**config.mk**
```make
export PLATFORM = sky130hd
export DESIGN_NAME = compare_seq
export DESIGN_NICKNAME = d
export VERILOG_FILES = /design/src/rtl/cmp_pkg.sv /design/src/rtl/compare_nibble.sv /design/src/rtl/compare_seq.sv
export SDC_FILE = /design/constraint.sdc
export NUM_CORES = 1
export LEC_CHECK = 0
export CAP_MARGIN = 0
export CORE_MARGIN = 2
export CORE_UTILIZATION = 30
export DETAILED_ROUTE_END_ITERATION = 8
export PLACE_DENSITY = 0.49
export RECOVER_POWER = 50
export REMOVE_ABC_BUFFERS = 1
export SETUP_SLACK_MARGIN = 0.02
export SYNTH_ARGS = -nofsm -noshare
export SYNTH_HDL_FRONTEND = slang
export SYNTH_HIERARCHICAL = 1
export SYNTH_SLANG_ARGS = --single-unit
```
**constraint.sdc**
```tcl
create_clock -name iClk -period 3.8 [get_ports iClk]
set_input_delay 0.57 -clock iClk [delete_from_list [all_inputs] [get_ports iClk]]
set_output_delay 0.57 -clock iClk [all_outputs]
set_load 0.01 [all_outputs]
```
**src/rtl/cmp_pkg.sv**
```systemverilog
// Shared compare codes, FSM state encoding and cascade normalisation.
package cmp_pkg;

    localparam logic [2:0] CMP_GT = 3'b100;
    localparam logic [2:0] CMP_LT = 3'b010;
    localparam logic [2:0] CMP_EQ = 3'b001;

    typedef enum logic {
        IDLE = 1'b0,
        RUN  = 1'b1
    } cmpState_t;

    // Anything other than a clean greater/less code is treated as equal.
    function automatic logic [2:0] cmp_norm(input logic [2:0] code);
        return ((code == CMP_GT) || (code == CMP_LT)) ? code : CMP_EQ;
    endfunction

endpackage

```
**src/rtl/compare_nibble.sv**
```systemverilog
// One 4-bit magnitude compare stage with cascade input.
module compare_nibble
    import cmp_pkg::*;
(
    input  logic [3:0] iA,
    input  logic [3:0] iB,
    input  logic [2:0] iCasc,
    output logic [2:0] oRes_c
);

    // A differing nibble overrides the cascade; equal nibbles pass it through.
    always_comb begin
        oRes_c = iCasc;
        if (iA > iB) begin
            oRes_c = CMP_GT;
        end else if (iA < iB) begin
            oRes_c = CMP_LT;
        end
    end

endmodule

```
**src/rtl/compare_seq.sv**
```systemverilog
// Multi-cycle wide magnitude comparator, one nibble per clock, LSB nibble first.
module compare_seq
    import cmp_pkg::*;
#(
    parameter int unsigned NIBBLES = 4
) (
    input  logic                 iClk,
    input  logic                 iRst_n,
    input  logic                 iStart,
    input  logic [4*NIBBLES-1:0] iData_a,
    input  logic [4*NIBBLES-1:0] iData_b,
    input  logic [2:0]           iData,
    output logic                 oBusy,
    output logic                 oDone,
    output logic [2:0]           oData
);

    localparam int unsigned W     = 4 * NIBBLES;
    localparam int unsigned CNT_W = (NIBBLES > 1) ? $clog2(NIBBLES) : 1;
    localparam logic [CNT_W-1:0] LAST = CNT_W'(NIBBLES - 1);

    cmpState_t        stateQ, stateD;
    logic [W-1:0]     opAQ, opAD;
    logic [W-1:0]     opBQ, opBD;
    logic [2:0]       cascQ, cascD;
    logic [CNT_W-1:0] cntQ, cntD;
    logic             busyQ, busyD;
    logic             doneQ, doneD;
    logic [2:0]       dataQ, dataD;

    logic [3:0]       nibA, nibB;
    logic [2:0]       stageRes;

    // Select the nibble pair addressed by the counter.
    always_comb begin
        nibA = 4'(opAQ >> {cntQ, 2'b00});
        nibB = 4'(opBQ >> {cntQ, 2'b00});
    end

    compare_nibble uStage (
        .iA     (nibA),
        .iB     (nibB),
        .iCasc  (cascQ),
        .oRes_c (stageRes)
    );

    // State and datapath registers.
    always_ff @(posedge iClk or negedge iRst_n) begin
        if (!iRst_n) begin
            stateQ <= IDLE;
            opAQ   <= '0;
            opBQ   <= '0;
            cascQ  <= '0;
            cntQ   <= '0;
            busyQ  <= 1'b0;
            doneQ  <= 1'b0;
            dataQ  <= CMP_EQ;
        end else begin
            stateQ <= stateD;
            opAQ   <= opAD;
            opBQ   <= opBD;
            cascQ  <= cascD;
            cntQ   <= cntD;
            busyQ  <= busyD;
            doneQ  <= doneD;
            dataQ  <= dataD;
        end
    end

    // Next-state and next-output logic; the result only moves on completion.
    always_comb begin
        stateD = stateQ;
        opAD   = opAQ;
        opBD   = opBQ;
        cascD  = cascQ;
        cntD   = cntQ;
        busyD  = busyQ;
        doneD  = 1'b0;
        dataD  = dataQ;

        case (stateQ)
            IDLE: begin
                busyD = 1'b0;
                if (iStart) begin
                    opAD   = iData_a;
                    opBD   = iData_b;
                    cascD  = cmp_norm(iData);
                    cntD   = '0;
                    busyD  = 1'b1;
                    stateD = RUN;
                end
            end
            RUN: begin
                cascD = stageRes;
                cntD  = cntQ + CNT_W'(1);
                if (cntQ == LAST) begin
                    cntD   = '0;
                    dataD  = stageRes;
                    doneD  = 1'b1;
                    busyD  = 1'b0;
                    stateD = IDLE;
                end
            end
            default: begin
                stateD = IDLE;
                busyD  = 1'b0;
            end
        endcase
    end

    assign oBusy = busyQ;
    assign oDone = doneQ;
    assign oData = dataQ;

endmodule
```
==> impl_summary.txt <==
----------------------------------------------------
[Cells and area]
  Most common cell after layout, fill and taps aside ... dfrtp_1
  Commonest cells after routing, fill and taps aside ... dfrtp_1 (42), clkdlybuf4s50_1 (41), mux2_4 (30), inv_1 (9), mux4_2 (8)
  Proportion of layout cells with a drive suffix above 1 ... 31.32%
  Final core utilization ... 39.80%
  Number of nets in the finished design ... 225
  Area added between synthesis and finish ... 26.45%
  ANT cells ... 0

[Run status]
  Failing checks ... capacitance limit, slew limit
  Status ... finished, violations left

[Clocking]
  Maximum number of buffers from clock root to sink ... 2
  TritonCTS clock tree ... done
  Clock root buffer ... clkbuf_8
  Number of buffers inserted during clock tree synthesis ... 5
  Post-CTS Repair Setup Buffers ... 0
  Skew-Pair Late Insertion Delay ... 0.29 ns
  Clock-pin slew of the registers on the worst-case setup and hold paths ... 0.08 ns
  Clk sink count ... 43
  CTS H-Tree Depth ... 2
  Number of gates resized after CTS ... 0
  Count of hold buffers inserted by post-cts repair ... 0

[Timing]
  Clk_skew ... 0.007757 ns
  Crit share post-route ... 66.79%
  Final critical path time including I/O delays and setup ... 2.538 ns
  Setup repair after global routing missed its margin ... false
  Worst slew pin tran ... 2.262 ns
  Relative max-transition margin ... -50.80%
  FMAX ... 394.0 MHz
  Setup Viol. Count Final ... 0
  Fin Setup TNS ... 0 ns
  Endpoints failing hold ... 0
  Number of pins exceeding their max-slew limit in the final report ... 44

[GRT]
  Global-route wire length before repair ... 6858 um
  Number of global-route vias before repair ... 1351
  Overall Global Routing Usage ... 11.63%
  Initial antenna violation count ... 0
  Remaining global-route overflow ... 0
  Largest net degree at the start of global routing ... 44

[Route]
  Number of nets with antenna violations after routing ... 0
  Detailed-router iteration count before antenna repair ... 3
  Post-detailed-route DRC marker count ... 0
  Via density ... 4.396
  Routed length per instance ... 14.43 um
  Initial DRC Count ... 38
  Number of vias in the routed layout ... 1222
  Final Routed Wirelength ... 4012 um

[Placement]
  Routability cong. ... 0.7801
  Buffers added on ports ... 42
  DPL Wire Length ... 2944 um

[Setup path]
  Startpoint class of the critical path ... register
  Critical path origin ... cntQ[0]$_DFFE_PN0P_
  Endpoint kind of the worst setup timing path ... register
  Destination of the worst register-to-register timing path ... cascQ[2]$_DFFE_PN0P_
  Kind of cell with the highest combined delay on the critical path ... multiplexers
  Arrival time reported for the critical path endpoint ... 2.72 ns
  Worst reg2reg startpoint ... cntQ[0]$_DFFE_PN0P_
  Slowest cell delay on critical path ... 0.76 ns
  Crit path kind ... reg -> reg
  Cell with the largest stage delay on the worst path ... dfrtp_1
  Highest net fanout along the worst path ... 11
  Count of buffer and inverter cells on the critical path ... 0
  Worst setup path endpoint ... cascQ[2]$_DFFE_PN0P_
  Number of cell instances on the worst register-to-register path ... 5
  Crit path cell chain ... mux4_2 > ha_1 > a21oi_1 > a22oi_1 > mux2_2
  Required time worst endpoint ... 3.98 ns
  Slack of the worst reg-to-reg path ... 1.26 ns
  Depth of the critical timing path with buffers and inverters included ... 5

[Floorplanning]
  Initial cell density of the core ... 31.48%
  Die X ... 88.90 um
  I/O Pins ... 43
  Number of rows created at floorplan ... 30
  Standard cell core area ... 6869 um^2
  Area of the die ... 7902 um^2
  Chip Height ... 88.90 um

[Synth]
  Number of standard cells after synthesis ... 139
  Synth warn ... 6
  Mapped Area ... 2162 um^2
  Average footprint of a synthesized cell ... 15.55 um^2
  Count of distinct cell types in the synthesized netlist ... 30
  Flip-flop and latch count after synthesis ... 43
  Fraction of the yosys area taken by sequential cells ... 49.83%

[Pwr]
  Leakage power summed over all cells ... 1.176 nW
  Worst-case vdd ir drop ... 0.2157 mV
  Power per cell area ... 843.6 nW/um^2

[Hold path]
  Class of the most critical hold timing path ... reg -> reg

[Flow run]
  Max Cap Violations ... 1

----------------------------------------------------
==> final cells by class <==
| cell class | count | area, um^2 |
|---|---|---|
| well taps | 96 | 120.1 |
| clock inverters | 1 | 30.03 |
| fillers | 662 | 4135 |
| repair buffers | 43 | 434.2 |
| inverters | 9 | 33.78 |
| multi-input cells | 80 | 965.9 |
| clock buffers | 6 | 72.57 |
| flip-flops and latches | 43 | 1077 |
==> Yosys cell counts <==
| cell type | number | area share [%] |
|---|---|---|
| inv_1 | 9 | 1.6 |
| and4bb_2 | 1 | 0.58 |
| mux2_2 | 5 | 2.6 |
| and4_1 | 1 | 0.41 |
| nor2_1 | 2 | 0.35 |
| o32ai_1 | 1 | 0.41 |
| and2b_2 | 1 | 0.41 |
| buf_12 | 3 | 2.8 |
| a21oi_1 | 3 | 0.69 |
| nor3b_1 | 1 | 0.35 |
| dfrtp_1 | 42 | 49 |
| o211ai_2 | 1 | 0.58 |
| o21ai_0 | 3 | 0.69 |
| a22oi_1 | 1 | 0.35 |
| mux4_2 | 8 | 8.3 |
| nand2b_1 | 2 | 0.58 |
| a21boi_0 | 1 | 0.35 |
| dfstp_2 | 1 | 1.2 |
| nand2_1 | 7 | 1.2 |
| nor2b_4 | 2 | 1.3 |
| xnor2_1 | 1 | 0.41 |
| o31ai_1 | 1 | 0.35 |
| buf_6 | 1 | 0.52 |
| a22o_1 | 1 | 0.41 |
| a21oi_2 | 1 | 0.41 |
| ha_1 | 5 | 2.9 |
| nor3_1 | 1 | 0.23 |
| buf_2 | 2 | 0.46 |
| clkbuf_1 | 1 | 0.17 |
| mux2_4 | 30 | 21 |
==> sequential cells by signal, summed over array words and instances (netlist names) <==
register,count
cascQ,3
cntQ,2
oBusy,1
oData,3
oDone,1
opAQ,16
opBQ,16
stateQ,1
==> power breakdown <==
part | internal, mW | switching, mW
registers | 0.690 | 0.188
clock network | 0.193 | 0.144
logic | 0.707 | 0.385
==> logic make-up after synthesis <==
kind of cell	Yosys count	share of synthesized area, %
DFF	43	49.83
adders and majority gates	5	2.894
muxes	43	31.77
xor gates and xnor gates	1	0.4052
buffers and inverters	16	5.498
and+or+nand+nor	18	5.382
AOI/OAI and AO/OA	13	4.225
==> metrics by stage <==
stage          hold WS (ns)  std cells  area (um^2)  setup WS, ns  power [mW]
3_3_place_gp         0.4789        271         2633         1.200       1.979
2_1_floorplan        0.2744        132         2077         1.529       1.700
4_1_cts              0.4619        278         2735         1.184       2.348
5_1_grt              0.5183        278         2734        0.9979       2.505
3_5_place_dp         0.4768        271         2633         1.198       2.003
6_report             0.4872        278         2734         1.262       2.306
==> metal layers <==
metal | share of wire, % | vias up | wire [um] | track usage (%)
li1 | - | 580 | - | -
met1 | 46 | 607 | 1834 | 15.57
met2 | 47 | 30 | 1898 | 17.84
met3 | 5.5 | 5 | 222 | 3.970
met4 | 1.4 | 0 | 56 | 3.719
met5 | 0 | - | 0 | 0
==> tightest hold or removal path, cell delays in order, from the launching register on <==
cell and delay, ns:
dfrtp_1 0.35, nand2_1 0.05, o21ai_0 0.06
==> worst min-delay path by stage <==
stage / end / from / depth (start not counted) / slack (ns)
finish: oData[1]$_DFFE_PN0P_ / oData[1]$_DFFE_PN0P_ / 2 / 0.49
global route: oData[1]$_DFFE_PN0P_ / oData[1]$_DFFE_PN0P_ / 2 / 0.52
CTS: opAQ[9]$_DFFE_PN0P_ / iRst_n / 1 / 0.46
detailed placement: oData[1]$_DFFE_PN0P_ / oData[1]$_DFFE_PN0P_ / 2 / 0.48
global placement: oData[1]$_DFFE_PN0P_ / oData[1]$_DFFE_PN0P_ / 2 / 0.48
floorplan: cascQ[0]$_DFFE_PN0P_ / iRst_n / 0 / 0.27
Power figures use the tool's default switching activity.
